### config.mk
export PLATFORM = sky130hd
export DESIGN_NAME = ex_pipe
export DESIGN_NICKNAME = d
export VERILOG_FILES = /design/src/rtl/ex_pipe.sv
export SDC_FILE = /design/constraint.sdc
export NUM_CORES = 1
export LEC_CHECK = 0
export ABC_AREA = 0
export BUFFER_PORTS_ARGS = -buffer_cell sky130_fd_sc_hd__clkbuf_2
export CAP_MARGIN = 15
export CORE_ASPECT_RATIO = 0.9
export CORE_MARGIN = 5
export CORE_UTILIZATION = 55
export CTS_BUF_LIST = sky130_fd_sc_hd__clkbuf_8
export DETAILED_ROUTE_END_ITERATION = 12
export GPL_TIMING_DRIVEN = 0
export HOLD_SLACK_MARGIN = 0.1
export MAX_ROUTING_LAYER = met4
export PLACE_DENSITY = 0.84
export SETUP_SLACK_MARGIN = 0.2
export SLEW_MARGIN = 10
export SYNTH_ARGS = -nofsm -noshare
export SYNTH_HDL_FRONTEND = slang
export SYNTH_SLANG_ARGS = --single-unit
### constraint.sdc
create_clock -name clk -period 1.6 [get_ports clk]
set_input_delay 0.32 -clock clk [delete_from_list [all_inputs] [get_ports clk]]
set_output_delay 0.32 -clock clk [all_outputs]
set_load 0.02 [all_outputs]
### src/rtl/ex_pipe.sv
// Execute stage: src1 select, saturating ALU, N/Z/V flags, valid/ready output register.
// Define EX_ITER_SHIFT_EN for a 1-bit/cycle iterative shifter instead of the barrel shifter.
module ex_pipe #(
   parameter int WIDTH   = 16,
   parameter int IMM_W   = 8,
   parameter int SHAMT_W = 4
) (
   input  logic               clk,
   input  logic               rst,
   input  logic               flush,
   input  logic               in_valid,
   output logic               in_ready,
   input  logic [2:0]         func,
   input  logic               src1sel,
   input  logic [WIDTH-1:0]   p0,
   input  logic [WIDTH-1:0]   p1,
   input  logic [IMM_W-1:0]   imm,
   input  logic [SHAMT_W-1:0] shamt,
   output logic               out_valid,
   input  logic               out_ready,
   output logic [WIDTH-1:0]   dst,
   output logic [WIDTH-1:0]   sdata,
   output logic               N,
   output logic               Z,
   output logic               V
);

   localparam logic [2:0] F_ADD = 3'b000, F_SUB = 3'b001, F_AND = 3'b010, F_NOR = 3'b011,
                          F_SLL = 3'b100, F_SRL = 3'b101, F_SRA = 3'b110, F_LLB = 3'b111;
   localparam logic [WIDTH-1:0] MAXP = {1'b0, {(WIDTH-1){1'b1}}};
   localparam logic [WIDTH-1:0] MAXN = {1'b1, {(WIDTH-1){1'b0}}};

   logic [WIDTH-1:0] w_imm_sx, w_src1, w_sum, w_diff, w_sat, w_shift, w_res;
   logic             w_add_ov, w_sub_ov, w_v, w_wr_nv, w_wr_z;
   logic             w_idle, w_accept, w_go_iter;

   assign w_imm_sx = {{(WIDTH-IMM_W){imm[IMM_W-1]}}, imm};
   assign w_src1   = src1sel ? w_imm_sx : p1;
   assign w_sum    = p0 + w_src1;
   assign w_diff   = p0 - w_src1;
   assign w_add_ov = (p0[WIDTH-1] == w_src1[WIDTH-1]) && (w_sum[WIDTH-1]  != p0[WIDTH-1]);
   assign w_sub_ov = (p0[WIDTH-1] != w_src1[WIDTH-1]) && (w_diff[WIDTH-1] != p0[WIDTH-1]);
   // On overflow the true result always has the sign of src0, so clamp toward it
   assign w_sat    = p0[WIDTH-1] ? MAXN : MAXP;

`ifdef EX_ITER_SHIFT_EN
   typedef enum logic {S_IDLE, S_SHIFT} state_t;

   state_t             r_state;
   logic [WIDTH-1:0]   r_acc, r_p1, w_step;
   logic [SHAMT_W-1:0] r_cnt;
   logic [2:0]         r_fn;
   logic               w_is_shift;

   function automatic logic [WIDTH-1:0] f_shift1(input logic [2:0] fn, input logic [WIDTH-1:0] a);
      case (fn)
         F_SLL:   f_shift1 = {a[WIDTH-2:0], 1'b0};
         F_SRL:   f_shift1 = {1'b0, a[WIDTH-1:1]};
         default: f_shift1 = {a[WIDTH-1], a[WIDTH-1:1]};
      endcase
   endfunction

   assign w_is_shift = (func == F_SLL) || (func == F_SRL) || (func == F_SRA);
   assign w_idle     = (r_state == S_IDLE);
   assign w_go_iter  = w_accept && w_is_shift && (shamt > SHAMT_W'(1));
   assign w_step     = f_shift1(r_fn, r_acc);
   // shamt 0/1 still complete in one cycle; longer shifts divert to the SHIFT state
   assign w_shift    = (shamt == '0) ? p0 : f_shift1(func, p0);
`else
   assign w_idle    = 1'b1;
   assign w_go_iter = 1'b0;
   always_comb begin
      case (func)
         F_SLL:   w_shift = p0 << shamt;
         F_SRL:   w_shift = p0 >> shamt;
         default: w_shift = $signed(p0) >>> shamt;
      endcase
   end
`endif

   assign in_ready = w_idle && (!out_valid || out_ready);
   assign w_accept = in_valid && in_ready;

   always_comb begin
      w_res   = '0;
      w_v     = 1'b0;
      w_wr_nv = 1'b0;
      w_wr_z  = 1'b0;
      case (func)
         F_ADD: begin
            w_res   = w_add_ov ? w_sat : w_sum;
            w_v     = w_add_ov;
            w_wr_nv = 1'b1;
            w_wr_z  = 1'b1;
         end
         F_SUB: begin
            w_res   = w_sub_ov ? w_sat : w_diff;
            w_v     = w_sub_ov;
            w_wr_nv = 1'b1;
            w_wr_z  = 1'b1;
         end
         F_AND: begin
            w_res  = p0 & w_src1;
            w_wr_z = 1'b1;
         end
         F_NOR: begin
            w_res  = ~(p0 | w_src1);
            w_wr_z = 1'b1;
         end
         F_SLL, F_SRL, F_SRA: begin
            w_res  = w_shift;
            w_wr_z = 1'b1;
         end
         default: w_res = w_imm_sx;
      endcase
   end

   always_ff @(posedge clk or posedge rst) begin
      if (rst) begin
         out_valid <= 1'b0;
         dst       <= '0;
         sdata     <= '0;
         N         <= 1'b0;
         Z         <= 1'b0;
         V         <= 1'b0;
`ifdef EX_ITER_SHIFT_EN
         r_state   <= S_IDLE;
         r_acc     <= '0;
         r_p1      <= '0;
         r_cnt     <= '0;
         r_fn      <= F_SLL;
`endif
      end else if (flush) begin
         out_valid <= 1'b0;
`ifdef EX_ITER_SHIFT_EN
         r_state   <= S_IDLE;
`endif
      end else begin
         if (out_valid && out_ready)
            out_valid <= 1'b0;
         if (w_accept && !w_go_iter) begin
            dst       <= w_res;
            sdata     <= p1;
            out_valid <= 1'b1;
            if (w_wr_nv) begin
               N <= w_res[WIDTH-1];
               V <= w_v;
            end
            if (w_wr_z)
               Z <= (w_res == '0);
         end
`ifdef EX_ITER_SHIFT_EN
         if (w_go_iter) begin
            r_state <= S_SHIFT;
            r_acc   <= f_shift1(func, p0);
            r_cnt   <= shamt - SHAMT_W'(1);
            r_fn    <= func;
            r_p1    <= p1;
         end
         if (r_state == S_SHIFT) begin
            if (r_cnt == SHAMT_W'(1)) begin
               dst       <= w_step;
               sdata     <= r_p1;
               Z         <= (w_step == '0);
               out_valid <= 1'b1;
               r_state   <= S_IDLE;
            end else begin
               r_acc <= w_step;
               r_cnt <= r_cnt - SHAMT_W'(1);
            end
         end
`endif
      end
   end

endmodule

==> results of run 1 <==
-- per-stage QoR --
step | setup TNS (ps) | hold WS, ps
finish | -46360 | 133.5
global route | -47920 | 194.6
CTS | -42650 | 161.2
detailed placement | -56330 | 463.5
global placement | -54640 | 457.8
floorplan | -40980 | 386.4
-- sequential cells by signal, summed over array words and instances (netlist names) --
name       count
sdata         16
V              1
N              1
dst           16
out_valid      1
Z              1
-- power breakdown --
part           switching, µW  internal (µW)
sequential               100           1070
combinational           2150           1280
clock                    342            384
-- kinds of logic (layout without fill, tap and decap cells) --
group / Yosys count / count (layout)
XOR/XNOR: 17 / 17
buffers and inverters: 109 / 229
flip-flops: 36 / 36
AO/OA/AOI/OAI: 277 / 277
AND/OR/NAND/NOR: 266 / 266
multiplexers: 65 / 65
adder cells (fa/ha/maj): 50 / 50
-- final timing paths --
kind	startpoint	end	depth (start not counted)	slack [ps]
max reg2reg	out_valid	Z	7	-240
min reg2reg	dst[11]	dst[11]	2	480
min in group clk	flush	out_valid	2	200
min	rst	sdata[7]	2	130
max	src1sel	Z	22	-3010
max in group asynchronous	rst	sdata[15]	2	960
-- area by class of cell --
| cell class | instances | area (µm²) | share of cell area |
|---|---|---|---|
| multi-input cells | 675 | 5376 | 0.6866 |
| flip-flops and latches | 36 | 900.9 | 0.1151 |
| repair buffers | 113 | 670.6 | 0.08565 |
| plain buffers | 57 | 382.9 | 0.04890 |
| inverters | 52 | 207.7 | 0.02653 |
| well taps | 156 | 195.2 | 0.02493 |
| clock buffers | 7 | 96.34 | 0.01230 |
-- worst max-delay path, cell delays in order --
cell and delay [ps]:
clkbuf_16 180, mux2i_4 320, ha_4 260, buf_8 120, nor3_4 190, a221oi_4 110, a211oi_4 340, o211a_1 220
nor3_2 50, o21bai_1 160, a21oi_2 90, fa_2 570, and2_4 190, buf_4 120, buf_6 90, a211oi_4 90
o31a_1 170, o32ai_2 220, nor3b_4 330, nand3_1 130, nor4_2 350, a32o_1 220
-- timing repair --
action	CTS	global route
resized for setup	70	42
endpoints found under the setup margin	35	36
setup buffers	17	9
pin swaps	30	20
-- cells in the mapped netlist, types with 10 or more instances --
cell type  instances
buf_2             26
ha_1              47
a31oi_1           10
nand3_1           19
mux2_2            10
mux2i_1           32
nor2_1            71
nand2_1          106
inv_1             48
a211oi_1          21
o21ai_0           57
o21a_1            12
xnor2_1           12
nor3_1            16
dfrtp_1           36
nor2b_1           11
a21oi_1           72
mux4_2            17
clkbuf_1          22
-- routing by layer --
layer | up-vias | track usage | wire [µm]
met4 | 0 | 0.09328 | 988
met5 | - | - | 0
met2 | 699 | 0.5908 | 12240
met3 | 110 | 0.1224 | 4087
li1 | 3281 | - | -
met1 | 3699 | 0.5857 | 11280
==> results.md, run 1 <==
- Status: finished, violations left
- Failing checks: negative setup slack
- Worst slew pin tran: 1131 ps
- CTS tree: yes
- NumNets Final: 1043
- CP max FO: 8
- WL final: 28600 µm
- # fillers: 926
- EDFF count, synth: 0
- Synth top area cells: dfrtp_1 14%, ha_1 9.4%, nand2_1 6.4%, mux4_2 6.1%, a21oi_1 5.8%
- Syn-to-layout area delta: 25.31%
- Clk_skew: 13.47 ps
- Pwr Density: 679.7 mW/mm²
- Remaining DRCs: 0
- Total number of vias: 7789
- Minimum clock period: 4609 ps
- Max Cap Viol: 0
- Post-synthesis compound-gate area fraction: 0.3014
- Adder-Cell Fraction of Synth Area: 0.1037
- Chip width: 122.4 µm
- Synth Instances: 820
- # H-tree levels: 2
- Final instance area: 0.007830 mm²
- Leak: 0.003451 µW
- Worst-path clk slew: 80 ps
- Synth area leader: dfrtp_1
- Sequential share of the synthesized area: 0.1442
- Final hold vios: 0
- Global-route usage over all layers: 0.4163
- Number of max-slew violations in the final report: 0
- Area of the mapped netlist: 0.006248 mm²
- Final Setup Violations: 19
- Via density: 7.107
- Commonest non-fill, non-tap cell in the layout: nand2_1
- Most frequent cells in the layout: 105 x nand2_1, 86 x clkbuf_2, 66 x nor2_1
- Largest net degree at the start of global routing: 37
- Period utilisation layout: 2.881
- Critical path arrival: 4860 ps
- Cts hold-fix bufs: 0
- Grt ovf: 0
- Worst Setup End Kind: register
- Ant diodes: 0
- Share of flip-flops with an asynchronous set or reset: 1.000
- Clock Path Buffers: 2
- Placed Cells: 1063
- Top Ports: 90
- Vias in the first global route: 7082
- Share of the synthesized area in the top cell type: 0.1442
- DR pass1 iterations: 6
- Worst-Skew Late Latency: 310 ps
- Cell Rows: 37
- Fin cells: 1096
- Final worst slack: -3009 ps
- Num CTS Buffers: 5
- XOR/XNOR Fraction of Synth Area: 0.02383
- Initial Utilization: 0.5532
- Hpwl dp: 20630 µm
- Syn_area_per_cell: 7.620 µm²
- CTS sink cnt: 36
- Synth Area in Simple Gates: 0.1922
- Port-buffer cells: 87
- Mux share of post-synthesis cell area: 0.1558
- Share of cells above drive strength 1: 0.2957
- Synth unique cells: 80
- Initial antenna violation count: 0
- Chip height: 111.1 µm
- WL/cell: 26.09 µm
- Utilization after layout: 0.6932
- Synth Flop Type: dfrtp_1
- Max VDD drop: 0.8509 mV
- Critical Path RT: 1850 ps
- Synth Register Bits: 36
- Placement Cell Area: 0.007066 mm²
- RSZ-0062 raised after global routing: true
- Starting DRT DRC Count: 1208
- Total power: 5322 µW
- Post-Place Setup Slack: -3623 ps
- Kind of critical path: in2reg
- Maximum clock rate: 0.2169 GHz
- CTS root buffer: clkbuf_8
- Die area: 0.01360 mm²
- Antenna Nets Post-Route: 0
- Relative max-transition margin: 0.2364
- Hold Path Class: in2async
- Syn Nets: 923
- First-pass GRT wire length: 42420 µm
- Main combinational cell family by area after synthesis: compound AO/OA/AOI/OAI gates
- Core ar.: 0.01130 mm²
- Routability Congestion: 1.049
- Yosys warning count: 0
- Critical Path Source Type: input pin
(Power assumes the default switching activity.)
==> run 2: changes to the inputs <==
CORE_UTILIZATION = 65   (was 55)
MAX_ROUTING_LAYER = unset   (was met4)
PLACE_DENSITY = 0.93   (was 0.84)
clock period = 5.72 ns   (was 1.6 ns; I/O delays follow)
==> run 2 against run 1 <==
  * The flow now finishes without violations
  * First-iteration DRC count is 17% higher
  * Cell count is 4.3% lower
  * Critical path depth is 1 lower
  * Non-clock buffer count is 17 lower
  * Combinational power is 75% lower
  * Largest power group unchanged
  * Clock power is 72% lower
  * Wire length is 12% lower
==> results.md, run 2 (synthesis results as in run 1) <==
- Relative max-transition margin: 0.2447 (was 0.2364)
- Ant diodes: 0 (unchanged)
- # fillers: 716 (was 926)
- Total number of vias: 7670 (was 7789)
- Critical Path RT: 5950 ps (was 1850 ps)
- Crit-path max cell delay: 470 ps (was 570 ps)
- Initial antenna violation count: 0 (unchanged)
- Final worst slack: 34.33 ps (was -3009 ps)
- Worst-Skew Late Latency: 290 ps (was 310 ps)
- Share of cells above drive strength 1: 0.2329 (was 0.2957)
- Chip width: 113.4 µm (was 122.4 µm)
- Post-Place Setup Slack: -1005 ps (was -3623 ps)
- CTS sink cnt: 36 (unchanged)
- Remaining DRCs: 0 (unchanged)
- Worst Setup End Kind: register (unchanged)
- Syn-to-layout area delta: 16.08% (was 25.31%)
- Max VDD drop: 0.1660 mV (was 0.8509 mV)
- Status: finished, final reports clean (was finished, violations left)
- Critical Path Source Type: input pin (unchanged)
- Register Area: 900.9 µm² (unchanged)
- Kind of critical path: in2reg (unchanged)
- Port-buffer cells: 87 (unchanged)
- Die area: 0.01168 mm² (was 0.01360 mm²)
- CP most frequent cell: nor4_2 (was a211oi_4)
- Leak: 0.003277 µW (was 0.003451 µW)
- Chip height: 103.0 µm (was 111.1 µm)
- Commonest non-fill, non-tap cell in the layout: nand2_1 (unchanged)
- Period utilisation layout: 0.9940
- Clk_skew: 3.828 ps (was 13.47 ps)
- Cell Rows: 34 (was 37)
- Multi-input logic area: 0.005055 mm² (was 0.005376 mm²)
- Worst-path clk slew: 70 ps (was 80 ps)
- Maximum clock rate: 0.1759 GHz
- Most frequent cells in the layout: 106 x nand2_1, 88 x clkbuf_2, 68 x a21oi_1 (was 105 x nand2_1, 86 x clkbuf_2, 66 x nor2_1)
- CTS root buffer: clkbuf_8 (unchanged)
- Vias in the first global route: 6678 (was 7082)
- Antenna Nets Post-Route: 0 (unchanged)
- Minimum clock period: 5686 ps
- Clock Path Buffers: 2 (unchanged)
- # H-tree levels: 2 (unchanged)
- First-pass GRT wire length: 37010 µm (was 42420 µm)
- NumNets Final: 1026 (was 1043)
- Hold Path Class: reg2reg (was in2async)
- Grt ovf: 0 (unchanged)
- Core ar.: 0.009529 mm² (was 0.01130 mm²)
- Routability Congestion: 1.188 (was 1.049)
- Crit-path cells: clkbuf_2 -> inv_1 -> ha_1 -> buf_6 -> nor2_4 -> a221oi_4 -> a211oi_2 -> o211a_1 -> nor3_2 -> o21bai_1 -> a21oi_2 -> fa_1 -> and2_4 -> o21a_2 -> buf_8 -> o31ai_2 -> a31oi_1 -> nor4_2 -> nand4_1 -> nor4_2 -> a32o_1 (was clkbuf_16 -> mux2i_4 -> ha_4 -> buf_8 -> nor3_4 -> a221oi_4 -> a211oi_4 -> o211a_1 -> nor3_2 -> o21bai_1 -> a21oi_2 -> fa_2 -> and2_4 -> buf_4 -> buf_6 -> a211oi_4 -> o31a_1 -> o32ai_2 -> nor3b_4 -> nand3_1 -> nor4_2 -> a32o_1)
- Critical path arrival: 5920 ps (was 4860 ps)
- Max Cap Viol: 0 (unchanged)
- WL/cell: 24.02 µm (was 26.09 µm)
- Number of max-slew violations in the final report: 0 (unchanged)
- CTS tree: yes (unchanged)
- Initial Utilization: 0.6557 (was 0.5532)
- WL final: 25190 µm (was 28600 µm)
- Placed Cells: 1033 (was 1063)
- Hpwl dp: 18910 µm (was 20630 µm)
- Final hold vios: 0 (unchanged)
- DR pass1 iterations: 8 (was 6)
- Num CTS Buffers: 5 (unchanged)
- Fin Setup TNS: 0 ps (was -46360 ps)
- Crit-path slowest cell: fa_1 (was fa_2)
- Largest net degree at the start of global routing: 37 (unchanged)
- Final Setup Violations: 0 (was 19)
- RSZ-0062 raised after global routing: true (unchanged)
- Fin cells: 1049 (was 1096)
- R2R Setup Slk: 3480 ps (was -240 ps)
- Pwr Density: 189.7 mW/mm² (was 679.7 mW/mm²)
- Largest regs: dst x16, sdata x16 (unchanged)
- CP max FO: 11 (was 8)
- Top Ports: 90 (unchanged)
- Worst slew pin tran: 1123 ps (was 1131 ps)
- Via density: 7.312 (was 7.107)
- Starting DRT DRC Count: 1418 (was 1208)
- Global-route usage over all layers: 0.4086 (was 0.4163)
## run 2: cell types whose count changed in the layout (fill, tap and decap cells not counted), sizes merged
cell,change
clkbuf,+1
clkinv,-1
inv,+1
buf,-18
## run 2: per-layer routing
metal / track usage / part of all wire / up-vias
met4: 0.1543 / 0.055 / 0
met1: 0.5745 / 0.37 / 3525
met5: 0 / 0 / -
li1: - / - / 3240
met2: 0.5797 / 0.40 / 744
met3: 0.1385 / 0.17 / 161
## run 2: metrics by stage
step                      utilization  area, µm²  hold WS (ps)  power (µW)
final                          0.7612       7253         479.6        1376
after global placement         0.7194       6855         459.2        1074
after CTS                      0.7454       7103         485.1        1302
after floorplan                     -       6262         589.4       843.3
after detailed placement       0.7194       6855         463.8        1082
after global routing           0.7612       7253         495.3        1437
## run 2: final cells by class
cell class / instances / area share
plain buffers: 57 / 0.04658
clock buffers: 7 / 0.01328
inverters: 52 / 0.02795
multi-input cells: 675 / 0.6969
flip-flops and latches: 36 / 0.1242
well taps: 126 / 0.02174
repair buffers: 96 / 0.06935
## run 2: critical path, delay by kind of cell
family | cells | cell delay [ps]
compound gates | 9 | 2070
fa+ha+maj | 2 | 770
buf+inv | 4 | 660
simple gates | 6 | 1260
## run 2: timing repair
action                     4_1_cts  5_1_grt
pin swaps                        5       15
setup buffers                    5        4
hold buffers                     0        0
cloned                           0        0
resized for setup               25       32
setup endpoints to repair       17        3
## run 2: power by group
group          leakage, µW  total [µW]  internal, µW  switching [µW]
combinational      0.00279         852           308             544
clock            0.0000503         200           107            93.0
sequential        0.000439         324           298            25.6
## run 2: worst paths after layout
kind	startpoint	end	cells past startpoint
setup / recovery	p0[4]	Z	21
hold / removal	sdata[4]	sdata[4]	2
setup reg to reg	out_valid	Z	7
hold reg to reg	sdata[4]	sdata[4]	2
max in group asynchronous	rst	dst[2]	2
min in group asynchronous	rst	sdata[11]	2
==> run 3: changes to the inputs <==
CORE_UTILIZATION = 61   (was 65)
PLACE_DENSITY = 0.88   (was 0.93)
==> run 3 against run 2 <==
  * Count of clock-buffer cells in the layout decreased by 2
  * Clock skew increased by 11 ps
  * Die area increased by 5.9%
  * Highest routed layer is now met5
==> results.md, run 3 (synthesis results as in run 1) <==
- Status: finished, final reports clean (unchanged)
- Vias in the first global route: 7458 (was 6678)
- Maximum clock rate: 0.1750 GHz (was 0.1759 GHz)
- Starting DRT DRC Count: 1554 (was 1418)
- Via density: 7.563 (was 7.312)
- Antenna Nets Post-Route: 0 (unchanged)
- Hold Path Class: reg2reg (unchanged)
- Initial Utilization: 0.6177 (was 0.6557)
- Pwr Density: 198.0 mW/mm² (was 189.7 mW/mm²)
- Critical Path Source Type: input pin (unchanged)
- NumNets Final: 1053 (was 1026)
- Most frequent cells in the layout: 105 x nand2_1, 85 x clkbuf_2, 68 x a21oi_1, 68 x nor2_1, 54 x o21ai_0 (was 106 x nand2_1, 88 x clkbuf_2, 68 x a21oi_1)
- Max Cap Viol: 0 (unchanged)
- Routability Congestion: 1.096 (was 1.188)
- WL/cell: 26.82 µm (was 24.02 µm)
- Minimum clock period: 5716 ps (was 5686 ps)
- Share of cells above drive strength 1: 0.2660 (was 0.2329)
- Critical Path RT: 5970 ps (was 5950 ps)
- Worst-Skew Late Latency: 310 ps (was 290 ps)
- CTS sink cnt: 36 (unchanged)
- RSZ-0062 raised after global routing: true (unchanged)
- Worst R2R End: Z (unchanged)
- Total number of vias: 8168 (was 7670)
- Kind of critical path: in2reg (unchanged)
- Port-buffer cells: 87 (unchanged)
- Remaining DRCs: 0 (unchanged)
- Number of max-slew violations in the final report: 0 (unchanged)
- Post-Place Setup Slack: -1149 ps (was -1005 ps)
- Num CTS Buffers: 5 (unchanged)
- CTS tree: yes (unchanged)
- Max VDD drop: 0.2243 mV (was 0.1660 mV)
- Leak: 0.003434 µW (was 0.003277 µW)
- Critical path arrival: 5970 ps (was 5920 ps)
- R2R Setup Slk: 3530 ps (was 3480 ps)
- Final worst slack: 4.389 ps (was 34.33 ps)
- First-pass GRT wire length: 41530 µm (was 37010 µm)
- Syn-to-layout area delta: 21.61% (was 16.08%)
- DR pass1 iterations: 7 (was 8)
- Hold endpoint: dst[11] (was sdata[4])
- Grt ovf: 0 (unchanged)
- Relative max-transition margin: 0.1018 (was 0.2447)
- Reg2reg start: out_valid (unchanged)
- Largest regs: dst x16, sdata x16 (unchanged)
- Cell Rows: 35 (was 34)
- CP max FO: 8 (was 11)
- # H-tree levels: 2 (unchanged)
- Clk_skew: 14.38 ps (was 3.828 ps)
- Initial antenna violation count: 0 (unchanged)
- Hold Path Origin: dst[11] (was sdata[4])
- Largest net degree at the start of global routing: 37 (unchanged)
- Worst slew pin tran: 1330 ps (was 1123 ps)
- Die area: 0.01237 mm² (was 0.01168 mm²)
- Commonest non-fill, non-tap cell in the layout: nand2_1 (unchanged)
- Chip width: 116.7 µm (was 113.4 µm)
- Final Setup Violations: 0 (unchanged)
- Worst-path clk slew: 80 ps (was 70 ps)
- Hpwl dp: 19810 µm (was 18910 µm)
- Chip height: 106.0 µm (was 103.0 µm)
- Top Ports: 90 (unchanged)
- Period utilisation layout: 0.9992 (was 0.9940)
- Total power: 1504 µW (was 1376 µW)
- CTS root buffer: clkbuf_8 (unchanged)
- Clock Path Buffers: 2 (unchanged)
- WL final: 28960 µm (was 25190 µm)
- Worst Hold Depth: 2 (unchanged)
- Ant diodes: 0 (unchanged)
- Core ar.: 0.01012 mm² (was 0.009529 mm²)
- Cts hold-fix bufs: 0 (unchanged)
- Global-route usage over all layers: 0.4333 (was 0.4086)
- Final hold vios: 0 (unchanged)
- Worst Setup End Kind: register (unchanged)
- Reg2reg path depth: 7 (unchanged)
## run 3: cell types whose count changed in the layout (fill, tap and decap cells not counted), sizes merged
cell	before	now
clkbuf	115	112
bufinv	0	1
inv	50	51
buf	45	73
clkinv	2	3
## run 3: layer usage
metal	share of wire	track usage	routed length (µm)
met1	0.35	0.5827	10110
met2	0.41	0.6251	11750
met3	0.17	0.1656	4981
met4	0.073	0.1605	2104
met5	0.00079	0.03111	23
## run 3: through the flow
stage               utilization  cell area, µm²  setup TNS [ps]  cells  hold WS [ps]
floorplan                     -            6262               0    820         589.4
global placement         0.6780            6859           -7298   1036         457.9
detailed placement       0.6780            6859          -10400   1036         463.3
CTS                      0.7168            7251               0   1064         479.2
global route             0.7511            7599               0   1080         506.9
finish                   0.7511            7599               0   1080         481.9
## run 3: cell type report
| class | count | area, µm² |
|---|---|---|
| timing repair buffer | 123 | 710.7 |
| inverter | 52 | 202.7 |
| sequential | 36 | 900.9 |
| buffer | 57 | 352.8 |
| clock inverter | 3 | 38.79 |
| multi-input combinational | 675 | 5162 |
| clock buffer | 5 | 68.82 |
| tap | 129 | 161.4 |
| fill | 736 | 2517 |
## run 3: critical path: stages
cell and delay [ps]:
buf_16 140, mux2i_2 320, inv_1 110, ha_1 270, o21bai_4 220, a221oi_4 140
a211oi_4 360, o211a_1 250, nor3_2 40, o21bai_1 250, a21oi_2 150, fa_1 520
and2_4 210, o21a_2 260, o31a_1 340, o32ai_2 250, nor3b_4 340, nand3_2 140
nor4_2 280, a32o_1 210
## run 3: timing repair
action                     CTS  global route
buffers inserted            20            16
gates resized for setup     33            50
setup endpoints to repair   19             4
pin swaps                   11            20
## run 3: worst max-delay path by stage
stage | start | endpoint | slack [ps] | cells after the start
final | src1sel | Z | 4 | 20
after global placement | src1sel | Z | -980 | 22
after detailed placement | src1sel | Z | -1150 | 22
after CTS | src1sel | Z | 210 | 23
after global routing | src1sel | Z | 30 | 20
after floorplan | src1sel | Z | 210 | 23
## run 3: power breakdown
group	switching, µW	total (µW)	internal (µW)	leakage, µW
registers	29.6	328	298	0.000439
clock network	104	232	128	0.0000593
logic	596	944	348	0.00294
